$ cat config.mk
export PLATFORM = sky130hd
export DESIGN_NAME = mux_par2ser_feeder
export DESIGN_NICKNAME = d
export VERILOG_FILES = /design/src/rtl/mux_par2ser_feeder.sv
export SDC_FILE = /design/constraint.sdc
export NUM_CORES = 1
export LEC_CHECK = 0
export CAP_MARGIN = 0
export CORE_AREA = 10 10 64 66
export DETAILED_ROUTE_END_ITERATION = 12
export DIE_AREA = 0 0 74 76
export HOLD_SLACK_MARGIN = 0.06
export PLACE_DENSITY = 0.52
export SYNTH_ARGS = -nofsm -noshare
export SYNTH_HDL_FRONTEND = slang
export SYNTH_SLANG_ARGS = --single-unit
$ cat constraint.sdc
create_clock -name clk -period 1.76 [get_ports clk]
set_input_delay 0.264 -clock clk [delete_from_list [all_inputs] [get_ports clk]]
set_output_delay 0.264 -clock clk [all_outputs]
set_load 0.05 [all_outputs]
$ cat src/rtl/mux_par2ser_feeder.sv
`default_nettype none
// ============================================================================
// Module      : mux_par2ser_feeder
// Description : Parallel-to-serial front end for the 4:1 mux datapath. Holds an
//               accepted word and steps a select index across it, emitting the
//               selected bit as a registered valid/ready serial stream.
// Revision    : 1.0 - initial release
// ============================================================================
module mux_par2ser_feeder #(
  parameter  int WIDTH     = 4,
  parameter  bit LSB_FIRST = 1'b1,
  localparam int SEL_W     = $clog2(WIDTH)
) (
  input  logic             clk,
  input  logic             rst_n,
  input  logic [WIDTH-1:0] in_data,
  input  logic             in_valid,
  output logic             in_ready,
  output logic [WIDTH-1:0] word_out,
  output logic [SEL_W-1:0] sel_out,
  output logic             ser_out,
  output logic             ser_valid,
  input  logic             ser_ready,
  output logic             ser_last,
  output logic [7:0]       frame_cnt
);

  localparam logic [SEL_W-1:0] c_first = LSB_FIRST ? '0 : SEL_W'(WIDTH - 1);
  localparam logic [SEL_W-1:0] c_final = LSB_FIRST ? SEL_W'(WIDTH - 1) : '0;

  typedef enum logic [0:0] {
    ST_IDLE  = 1'b0,
    ST_SHIFT = 1'b1
  } state_t;

  state_t           r_state, w_state_nxt;
  logic [WIDTH-1:0] r_word, w_word_nxt;
  logic [SEL_W-1:0] r_sel, w_sel_nxt, w_sel_step;
  logic             r_ser, w_ser_nxt;
  logic             r_valid, w_valid_nxt;
  logic             r_last, w_last_nxt;
  logic [7:0]       r_frame, w_frame_nxt;
  logic             w_consume, w_accept, w_ready;

  always_ff @(posedge clk) begin
    if (!rst_n) begin
      r_state <= ST_IDLE;
      r_word  <= '0;
      r_sel   <= '0;
      r_ser   <= 1'b0;
      r_valid <= 1'b0;
      r_last  <= 1'b0;
      r_frame <= 8'd0;
    end else begin
      r_state <= w_state_nxt;
      r_word  <= w_word_nxt;
      r_sel   <= w_sel_nxt;
      r_ser   <= w_ser_nxt;
      r_valid <= w_valid_nxt;
      r_last  <= w_last_nxt;
      r_frame <= w_frame_nxt;
    end
  end

  always_comb begin
    w_state_nxt = r_state;
    w_word_nxt  = r_word;
    w_sel_nxt   = r_sel;
    w_ser_nxt   = r_ser;
    w_valid_nxt = r_valid;
    w_last_nxt  = r_last;
    w_frame_nxt = r_frame;

    w_consume  = r_valid && ser_ready;
    // A new word may only enter when idle or as the final beat leaves.
    w_ready    = rst_n && ((r_state == ST_IDLE) || (w_consume && r_last));
    w_accept   = in_valid && w_ready;
    w_sel_step = LSB_FIRST ? (r_sel + SEL_W'(1)) : (r_sel - SEL_W'(1));

    case (r_state)
      ST_IDLE: ;
      ST_SHIFT: begin
        if (w_consume) begin
          if (r_last) begin
            w_frame_nxt = r_frame + 8'd1;
            w_state_nxt = ST_IDLE;
            w_valid_nxt = 1'b0;
            w_last_nxt  = 1'b0;
          end else begin
            w_sel_nxt  = w_sel_step;
            w_ser_nxt  = r_word[w_sel_step];
            w_last_nxt = (w_sel_step == c_final);
          end
        end
      end
      default: w_state_nxt = ST_IDLE;
    endcase

    // Loading overrides the drop-to-idle so back-to-back words leave no bubble.
    if (w_accept) begin
      w_state_nxt = ST_SHIFT;
      w_word_nxt  = in_data;
      w_sel_nxt   = c_first;
      w_ser_nxt   = in_data[c_first];
      w_valid_nxt = 1'b1;
      w_last_nxt  = 1'b0;
    end
  end

  assign in_ready  = w_ready;
  assign word_out  = r_word;
  assign sel_out   = r_sel;
  assign ser_out   = r_ser;
  assign ser_valid = r_valid;
  assign ser_last  = r_last;
  assign frame_cnt = r_frame;

endmodule
`default_nettype wire

### Word-level counts from Yosys, hierarchy flattened

Cells that the tools add are included.

* register bits: 18
* bits of input ports: 8
* output and inout port bits: 18

* add/sub/neg operators: 2
* order comparisons: 1
* equal/unequal tests: 2
* mux-type cells: 15
* bitwise gates (word level): 3
* reductions and logical operators: 14

Operator list (number)
* 1-bit two-way mux: 14
* 3-bit AND reduction: 4
* 8-bit by 1-bit adder with 8-bit output (second input constant): 1
* 2-bit nonzero test: 3
* 1-bit logical AND: 4
* 2-bit by 3-bit less-than comparator with 1-bit output (second input constant): 1
* 1-bit NOT: 3
* 2-bit by 1-bit adder with 2-bit output (second input constant): 1
* 1-bit binary-select mux with 2-bit select: 1
* 2-bit equality test (second input constant): 1
* 2-bit by 1-bit != test with 1-bit output (second input constant): 1
* 2-bit AND reduction: 1
* 2-bit OR reduction: 1
* 1-bit logical OR: 1

### Longest topological paths before layout

* depth in word-level cells: 7
* mapped depth: 5
* mapped depth without buffers: 5

### Worst setup path after synthesis

Ideal clock, no wire load.

* path type: register to output
* from: register r_valid (netlist: ser_valid)
* to: output port in_ready
* arrival time: 1.777 ns
* data required time: 1.496 ns
* setup slack: -0.281 ns
* cell stages (with the launch flop): 3
* buffers on the path: 0
* cells stage by stage: dfxtp_1 -> nand3_1 -> a21oi_1

* word-level cells in the longest chain between the ends: 4

RTL lines
* start, declared: RTL line 40 `logic r_valid, w_valid_nxt;`
* start signal, assigned: RTL line 59 `r_valid <= w_valid_nxt;`
* 1-bit logical AND: RTL line 74 `w_consume = r_valid && ser_ready;`
* 1-bit logical AND: RTL line 76 `w_ready = rst_n && ((r_state == ST_IDLE) || (w_consume && r_last));`
* 1-bit logical OR: RTL line 76
* 1-bit logical AND: RTL line 76
* end, declared: RTL line 18 `output logic in_ready,`

Every way passes these cells.

### Worst setup path after layout

* from: input port ser_ready
* to: output port in_ready

* word-level cells in the longest chain between the ends: 4

RTL lines
* start, declared: RTL line 23 `input logic ser_ready,`
* 1-bit logical AND: RTL line 74
* 1-bit logical AND: RTL line 76
* 1-bit logical OR: RTL line 76
* 1-bit logical AND: RTL line 76

Every way passes these cells.

==> metrics <==
status=completed; M1 GR Usage=between 9 and 10%; Die H=approximately 76 um; CTS buffer count=3; Buffers on Ports=25; DRC Markers=0; Final period util=around 95%; Slew headroom=83.9%; Leakage=0.468 nW; clock share of power=31.5%; worst hold path class=reg2reg; synthesized area=about 830 um^2; Area growth syn-to-layout=41.1%; Max Cap Violations=0; logic gate share of total power=16.6%; Reg-to-Reg Start=ser_valid; CTS Hold Bufs=0; Compound-Gate Fraction of Synth Area=around 14%; CP startpoint kind=primary input; Seq/Total Area, Yosys=a little over two fifths; vias per cell=4.80; DR pass1 iterations=4; post-synthesis mux area share=between 10% and 20%; antenna violations before repair=0; switching share of power=27.5%; Placed Area=1130 um^2; sequential share of power=approximately half; Worst-Skew Late Latency=approximately 0.30 ns; Psw=around 0.23 mW; RSZ-0062 raised after global routing=no; Final Util=roughly two fifths; M3 GR Usage=3.13%; Commonest cells post-synth=18 x dfxtp_1, 8 x inv_1, 7 x a21oi_1, 7 x mux2i_1, 7 x nand2_1; top-count cell post-synth=dfxtp_1; yosys warns=0; IO Count=26; post-route design area=about 1200 um^2; gr usage total=roughly 7.6%; Peak VDD IR=about 0.46 mV; fin. max-slew vios=0; initial core utilization=28.2%; hold path endpoint=word_out[0]; final hold vios=0; Pint=between 0.6 and 0.7 mW; initial DRC count=38; share of post-route cells with drive strength above 1=between 20 and 30%; Cell Rows=20; CTS tree=done; reg2reg end=frame_cnt[7]; Post-synth EDFFs=0; antenna-violating nets left=0; Yosys top cell area share=a little over two fifths; Post-CTS Setup Bufs=0; fin nets=about 130; GRT Residual Overflow=0; Tmin final=approximately 1.7 ns; Worst Path Required=1.50 ns; syn avg cell area=~9.3 um^2; Post-Synth XOR/XNOR Area=2.12%; Final WS setup=0.0821 ns; first-pass GRT wire length=approximately 3500 um; Max Root-Sink Buffers=2; Worst Max-Slew Pin Slew=~0.24 ns; ANT cells=0; Primary FF master, synth=dfxtp_1; met2 global-route usage=a little under an eighth; Post-Route WL=roughly 2000 um; Critical Path End Type=output port; DIE AREA=roughly 5600 um^2; Root Driver=clkbuf_4; vias in the first global route=roughly 760; FF-to-FF setup slack=0.29 ns; synth top area cells=dfxtp_1 44%, mux2i_1 8.5%, a21oi_1 4.2%, inv_1 3.6%, o31ai_1 3.6%; pin count of the biggest net entering global routing=11; hold path depth=2; post-synthesis adder-cell area fraction=3.03%; min-delay src=word_out[0]; fmax=about 0.60 GHz; Synth cell types=28; crit path max fanout=5; leading area contributor after synthesis=dfxtp_1; routability cong.=0.714; largest family of logic cells by synthesized area=simple AND/OR/NAND/NOR gates; clock skew=0.00546 ns; H-Tree Depth=1; Fin Setup TNS=0 ns; clock slew seen by the registers of the worst setup and hold paths=0.11 ns; Die W=around 74 um; Post-Syn Instances=between 80 and 90; Filler cells=approximately 300; Synth Register Bits=18; GR peak layer=met2; area of the core=~3000 um^2; post-synthesis simple-gate area fraction=around a fifth; WL per Instance=between 10 and 15 um; vias post-DR=about 740; Post-Syn Nets=99; worst slack at placement=-0.0368 ns; crit path DAT=~1.4 ns; clk sinks=18; Async S/R FF share, synth=0%; setup violators final=0; crit path kind=in2out; post-detail-place hpwl=1580 um; Power Density=approximately 710 nW/um^2; R2R cell count=4; cts repair resizes=0
-- worst max-delay path by stage --
stage	from	to	cells past startpoint
2_1_floorplan	sel_out[0]	ser_out	5
6_report	ser_ready	in_ready	4
3_3_place_gp	ser_ready	frame_cnt[7]	5
4_1_cts	ser_ready	in_ready	4
5_1_grt	ser_last	in_ready	3
3_5_place_dp	ser_ready	frame_cnt[7]	5
-- power groups by stage --
stage,registers (mW),clock network (mW),logic [mW]
floorplan,0.480,0,0.0413
global placement,0.441,0,0.140
detailed placement,0.441,0,0.140
CTS,0.432,0.271,0.140
global route,0.434,0.292,0.148
finish,0.432,0.263,0.138
-- cell usage in the layout, fill, tap and decap left out, types with 2 or more instances in the layout --
cell type        instances
o2bb2ai_1                2
nand2b_1                 2
buf_4                   23
ha_1                     2
clkdlybuf4s50_1          7
clkbuf_4                 3
mux2i_1                  7
nand3_1                  4
nor2_1                   6
or4_1                    4
nand4_1                  2
a21oi_1                  6
dfxtp_1                 18
nand2_1                  7
inv_1                    8
o31ai_1                  4
-- critical path, cell delays in order --
cell             delay, ns
clkdlybuf4s50_1       0.55
nand3_1               0.21
a21oi_4               0.23
buf_12                0.15
-- cells by family after synthesis --
| logic type | after synthesis |
|---|---|
| compound gates | 17 |
| mux | 8 |
| buf+inv | 12 |
| xor+xnor | 2 |
| flops | 18 |
| simple gates | 30 |
| fa+ha+maj | 2 |
-- flip-flops by register name, summed over array words and instances, names as in the netlist --
signal,cells
frame_cnt,8
r_state,1
sel_out,2
ser_last,1
ser_out,1
ser_valid,1
word_out,4
-- metal layers --
metal | routed length, um | up-vias
met5 | 0 | -
met4 | 14 | 0
met3 | 98 | 2
met2 | 923 | 12
met1 | 964 | 341
li1 | - | 384
-- cell type report --
cell class / instances / area (um^2) / share of cell area [%]
flip-flops and latches: 18 / 360 / 30.9
inverters: 9 / 33.8 / 2.90
multi-input cells: 59 / 430 / 36.9
well taps: 33 / 41.3 / 3.54
clock buffers: 4 / 36.3 / 3.11
repair buffers: 31 / 263 / 22.6
-- through the flow --
| stage | power, mW | hold WS [ns] | std cells |
|---|---|---|---|
| floorplan | 0.521 | 0.381 | 89 |
| global placement | 0.581 | 0.456 | 150 |
| detailed placement | 0.581 | 0.467 | 150 |
| CTS | 0.843 | 0.486 | 154 |
| global route | 0.874 | 0.505 | 154 |
| finish | 0.833 | 0.477 | 154 |
Note: power is estimated with default switching activity, not from simulation.
